`src/rtl/alu_operand_stage.sv`:
```
// alu_operand_stage: registered issue stage feeding the combinational ALU.
// Two-entry skid buffer keeps full rate under consumer backpressure.
module alu_operand_stage #(
  parameter int WIDTH     = 32,
  parameter int IMM_WIDTH = 16
) (
  input  logic                 clk,
  input  logic                 rst,
  input  logic                 flush,
  input  logic                 in_valid,
  output logic                 in_ready,
  input  logic [3:0]           in_op,
  input  logic [WIDTH-1:0]     in_a,
  input  logic [WIDTH-1:0]     in_b,
  input  logic [IMM_WIDTH-1:0] in_imm,
  input  logic                 in_useImm,
  input  logic                 in_immSext,
  output logic                 out_valid,
  input  logic                 out_ready,
  output logic [3:0]           AluOp,
  output logic [WIDTH-1:0]     busA,
  output logic [WIDTH-1:0]     busB
);

  typedef struct packed {
    logic [3:0]       op;
    logic [WIDTH-1:0] a;
    logic [WIDTH-1:0] b;
  } entry_t;

  entry_t mEnt, sEnt, inEnt, mNext, sNext;
  logic mValid, sValid, mValidNext, sValidNext;
  logic readyQ, accept, fire;
  logic [WIDTH-1:0] immExt;
  logic immFill;

  assign immFill = in_immSext & in_imm[IMM_WIDTH-1];
  assign immExt  = {{(WIDTH-IMM_WIDTH){immFill}}, in_imm};

  assign inEnt.op = in_op;
  assign inEnt.a  = in_a;
  assign inEnt.b  = in_useImm ? immExt : in_b;

  assign accept = in_valid & readyQ;
  assign fire   = mValid & out_ready;

  assign in_ready  = readyQ;
  assign out_valid = mValid;
  assign AluOp     = mEnt.op;
  assign busA      = mEnt.a;
  assign busB      = mEnt.b;

  // Next-state of the main and skid entries; vacated entries are zeroed
  always_comb begin
    mNext      = mEnt;
    sNext      = sEnt;
    mValidNext = mValid;
    sValidNext = sValid;
    unique case (1'b1)
      !mValid: begin
        if (accept) begin
          mNext      = inEnt;
          mValidNext = 1'b1;
        end
      end
      fire && sValid: begin
        mNext = sEnt;
        if (accept) begin
          sNext = inEnt;
        end else begin
          sNext      = '0;
          sValidNext = 1'b0;
        end
      end
      fire && !sValid: begin
        if (accept) begin
          mNext = inEnt;
        end else begin
          mNext      = '0;
          mValidNext = 1'b0;
        end
      end
      default: begin
        if (accept) begin
          sNext      = inEnt;
          sValidNext = 1'b1;
        end
      end
    endcase
  end

  // Pipeline registers; reset beats flush, flush beats handshakes
  always_ff @(posedge clk) begin
    if (rst) begin
      mEnt   <= '0;
      sEnt   <= '0;
      mValid <= 1'b0;
      sValid <= 1'b0;
      readyQ <= 1'b0;
    end else if (flush) begin
      mEnt   <= '0;
      sEnt   <= '0;
      mValid <= 1'b0;
      sValid <= 1'b0;
      readyQ <= 1'b1;
    end else begin
      mEnt   <= mNext;
      sEnt   <= sNext;
      mValid <= mValidNext;
      sValid <= sValidNext;
      readyQ <= !sValidNext;
    end
  end

endmodule

```
`config.mk`:
```
export PLATFORM = sky130hd
export DESIGN_NAME = alu_operand_stage
export DESIGN_NICKNAME = d
export VERILOG_FILES = /design/src/rtl/alu_operand_stage.sv
export SDC_FILE = /design/constraint.sdc
export NUM_CORES = 1
export LEC_CHECK = 0
export ABC_AREA = 0
export ABC_CLOCK_PERIOD_IN_PS = 1500
export BUFFER_PORTS_ARGS = -buffer_cell sky130_fd_sc_hd__buf_2
export CAP_MARGIN = 20
export CORE_MARGIN = 2
export CORE_UTILIZATION = 50
export CTS_BUF_LIST = sky130_fd_sc_hd__clkbuf_4
export DETAILED_ROUTE_END_ITERATION = 12
export PLACE_DENSITY_LB_ADDON = 0.15
export SYNTH_ARGS = -nofsm -noshare
export SYNTH_HDL_FRONTEND = slang
export SYNTH_SLANG_ARGS = --single-unit
```
`constraint.sdc`:
```
create_clock -name clk -period 1.5 [get_ports clk]
set_input_delay 0.3 -clock clk [delete_from_list [all_inputs] [get_ports clk]]
set_output_delay 0.3 -clock clk [all_outputs]
set_load 0.01 [all_outputs]
```
==> results.md <==
- CTS max path bufs: 2
- Sequential share of power: 53.1%
- DRC violations left: 0
- Number of synthesized register bits: 139
- CP startpoint kind: flip-flop
- Switch Pwr: 1.95 mW
- Total Power: between 7 and 8 mW
- Initial antenna violation count: 0
- PD cells: 864 mW/mm²
- Layout area overhead: 31.6%
- Leak: about 3.3 nW
- GRT Overall Usage: between 20% and 30%
- Final layout net count: a little under 1,000
- CP Data Arrival Time: around 2.0 ns
- Inst Count DP: 1,022
- Sequential-to-total area share from yosys stat: between 40% and 50%
- Antenna Cells: 0
- Netlist cell types: 30
- Pre-CTS WS: -0.0537 ns
- Worst ir drop on vdd: about 0.63 mV
- Crit Path Class: reg2reg
- Clk_lat worst skew: around 0.55 ns
- Global-route wire length before repair: around 29 mm
- Worst setup EP type: flip-flop
- Design area: a little over 0.008 mm²
- Final Hold Vio Count: 0
- I/O Buffers: between 150 and 200
- GP Congestion: 0.761
- Chip Height: approximately 120 µm
- Worst setup margin: 0.00951 ns
- Ys Warns: 0
- Vias in the first global route: between 6,000 and 7,000
- Fmax: 671 MHz
- CTS tree: yes
- Crit share post-route: 99.4%
- TritonCTS Buffers: 17
- Final Max Tran Viols: 0
- Req. time, crit path: between 1.5 and 2 ns
- Clock share of power: 31.3%
- Final ANT Viol Nets: 0
- Status: finished, final reports clean
- MaxCap Viol Count: 0
- CTS H-tree depth: 4
- Setup TNS: 0 ns
- Rows: 41
- Total gr overflow: 0
- FFs w/ async S/R, synth: 0%
- Main flop type after synthesis: dfxtp_1
- Pre-Repair DR Iteration Count: 5
- Hold Path Depth: 3
- Post-route insts no fill: 1,089
- Total wire length: roughly 19 mm
- Layout cells sized above 1: a little under a third
- Finish-stage setup viols: 0
- Fin Clk Skew: between 0.01 and 0.015 ns
- Mapped cell area: roughly 0.0063 mm²
- Core area: roughly 0.012 mm²
- Wire length per cell: around 17 µm
- Syn Inst Count: around 750
- Internal power: between 5 and 6 mW
- DR iter-0 viols: 461
- Max_slew headroom: 78.5%
- Clock transition at the registers of the reported paths: approximately 0.12 ns
- Combinational power share: 15.6%
- EDFF count, synth: 0
- Clock Sinks: around 140
- Largest net degree at the start of global routing: between 70 and 80
- Cell area after placement: approximately 0.0076 mm²
- Die X: roughly 120 µm
- Post-Syn Nets: between 800 and 900
- Max Fanout on Critical Path: 26
- FF-to-FF path depth: 4
- Post-DP HPWL: ~12 mm
- Routed vias: approximately 6,500
- Die ar.: between 0.01 and 0.015 mm²
- Switch share: a little over a quarter
- Via density: approximately 5.9
- Ports: 161
- Worst min-delay path class: in2reg
- Final Critical Period: roughly 1.5 ns
- RSZ-0062 raised after global routing: true
- Syn avg cell area: roughly 8.5 µm²
- Worst-Margin Slew: between 0.3 and 0.4 ns
- Initial core utilization: around 51%
- CTS root buf: clkbuf_4
cells by family (layout without fill, tap and decap cells):
logic type      Yosys count  after routing  synth area share, %
compound gates          258            258                 31.1
simple gates            243            243                 16.4
mux                      16             16                 2.53
flops                   139            139                 44.0
buf+inv                  91            261                 5.98
synthesized netlist by cell type (8+ instances only):
master	count	area share [%]
dfxtp_1	139	44
mux2i_1	16	2.5
nand2b_1	17	1.7
nor3_1	36	2.8
clkbuf_1	67	4.0
a22oi_1	16	1.9
o32ai_1	32	4.4
buf_2	11	0.87
buf_1	8	0.47
o221a_2	32	5.7
o21ai_0	37	2.9
a311oi_2	20	4.7
nand2_1	174	10
o22ai_1	36	3.6
a21oi_1	66	5.2
a311oi_1	16	2.2
per-stage QoR:
step,utilization (%),hold WS (ns)
after floorplan,-,0.369
after global placement,61.2,0.448
after global routing,66.7,0.0111
final,66.7,0.0341
after detailed placement,61.2,0.453
after CTS,66.0,0.0000877
layout by cell type, fill, tap and decap left out, types with 2 or more instances in the layout:
cell type	instances
dfxtp_2	2
clkinv_1	8
bufinv_16	2
a22oi_1	16
nand2_1	174
o32ai_1	32
mux2i_1	16
nor2_1	2
o21ai_0	37
buf_6	3
inv_1	2
o22ai_1	36
a21oi_1	66
a311oi_1	9
buf_2	159
nand2b_1	17
nand3b_1	2
clkinv_2	2
buf_12	18
o221a_2	11
dfxtp_1	136
nor3_1	36
and3_1	2
a311oi_2	27
dlygate4sd3_1	35
o221a_4	21
buf_4	11
clkbuf_4	19
metal layers:
| layer | share of wire [%] | vias to the layer above | GRT usage, % |
|---|---|---|---|
| met3 | 6.5 | 43 | 5.76 |
| met1 | 41 | 3107 | 32.9 |
| met2 | 50 | 263 | 46.4 |
| met5 | 0 | - | 0 |
| li1 | - | 3066 | - |
| met4 | 2.3 | 0 | 13.3 |
sequential cells by signal (all words and copies together) (netlist names):
register	cells
out_valid	1
in_ready	1
busB	32
busA	32
sValid	1
AluOp	4
sEnt	68
power by group through the flow:
stage | combinational, mW | sequential (mW) | clock, mW
4_1_cts | 1.09 | 3.81 | 2.31
6_report | 1.12 | 3.81 | 2.25
5_1_grt | 1.22 | 3.82 | 2.45
3_5_place_dp | 1.02 | 3.90 | 0
2_1_floorplan | 0.579 | 3.93 | 0
3_3_place_gp | 0.987 | 3.90 | 0
cell type report:
class / instances / area, µm²
multi-input combinational: 517 / 3420
tap: 172 / 215
clock buffer: 19 / 143
timing repair buffer: 227 / 1640
inverter: 2 / 7.51
clock inverter: 13 / 108
sequential: 139 / 2790
fill: 1051 / 4150
worst max-delay path: stages (launching register included):
cell,delay (ns)
dfxtp_4,0.39
and3b_2,0.23
or2_4,0.29
buf_6,0.21
a311oi_1,0.27
final timing paths:
kind                               start                    end  slack [ns]
setup / recovery  out_valid$_SDFFE_PP0P_   busA[7]$_SDFFE_PP0P_        0.01
hold / removal                   in_a[1]  sEnt[33]$_SDFFE_PP0P_        0.03
setup reg to reg  out_valid$_SDFFE_PP0P_   busA[7]$_SDFFE_PP0P_        0.01
hold reg to reg     sEnt[9]$_SDFFE_PP0P_   sEnt[9]$_SDFFE_PP0P_        0.47
what timing repair did:
action	4_1_cts	5_1_grt
buffers inserted	0	0
hold buffers	35	0
resized for setup	2	16
setup endpoints to repair	4	16
pin swaps	0	1
endpoints found under the hold margin	35	0
Power figures use the tool's default switching activity.
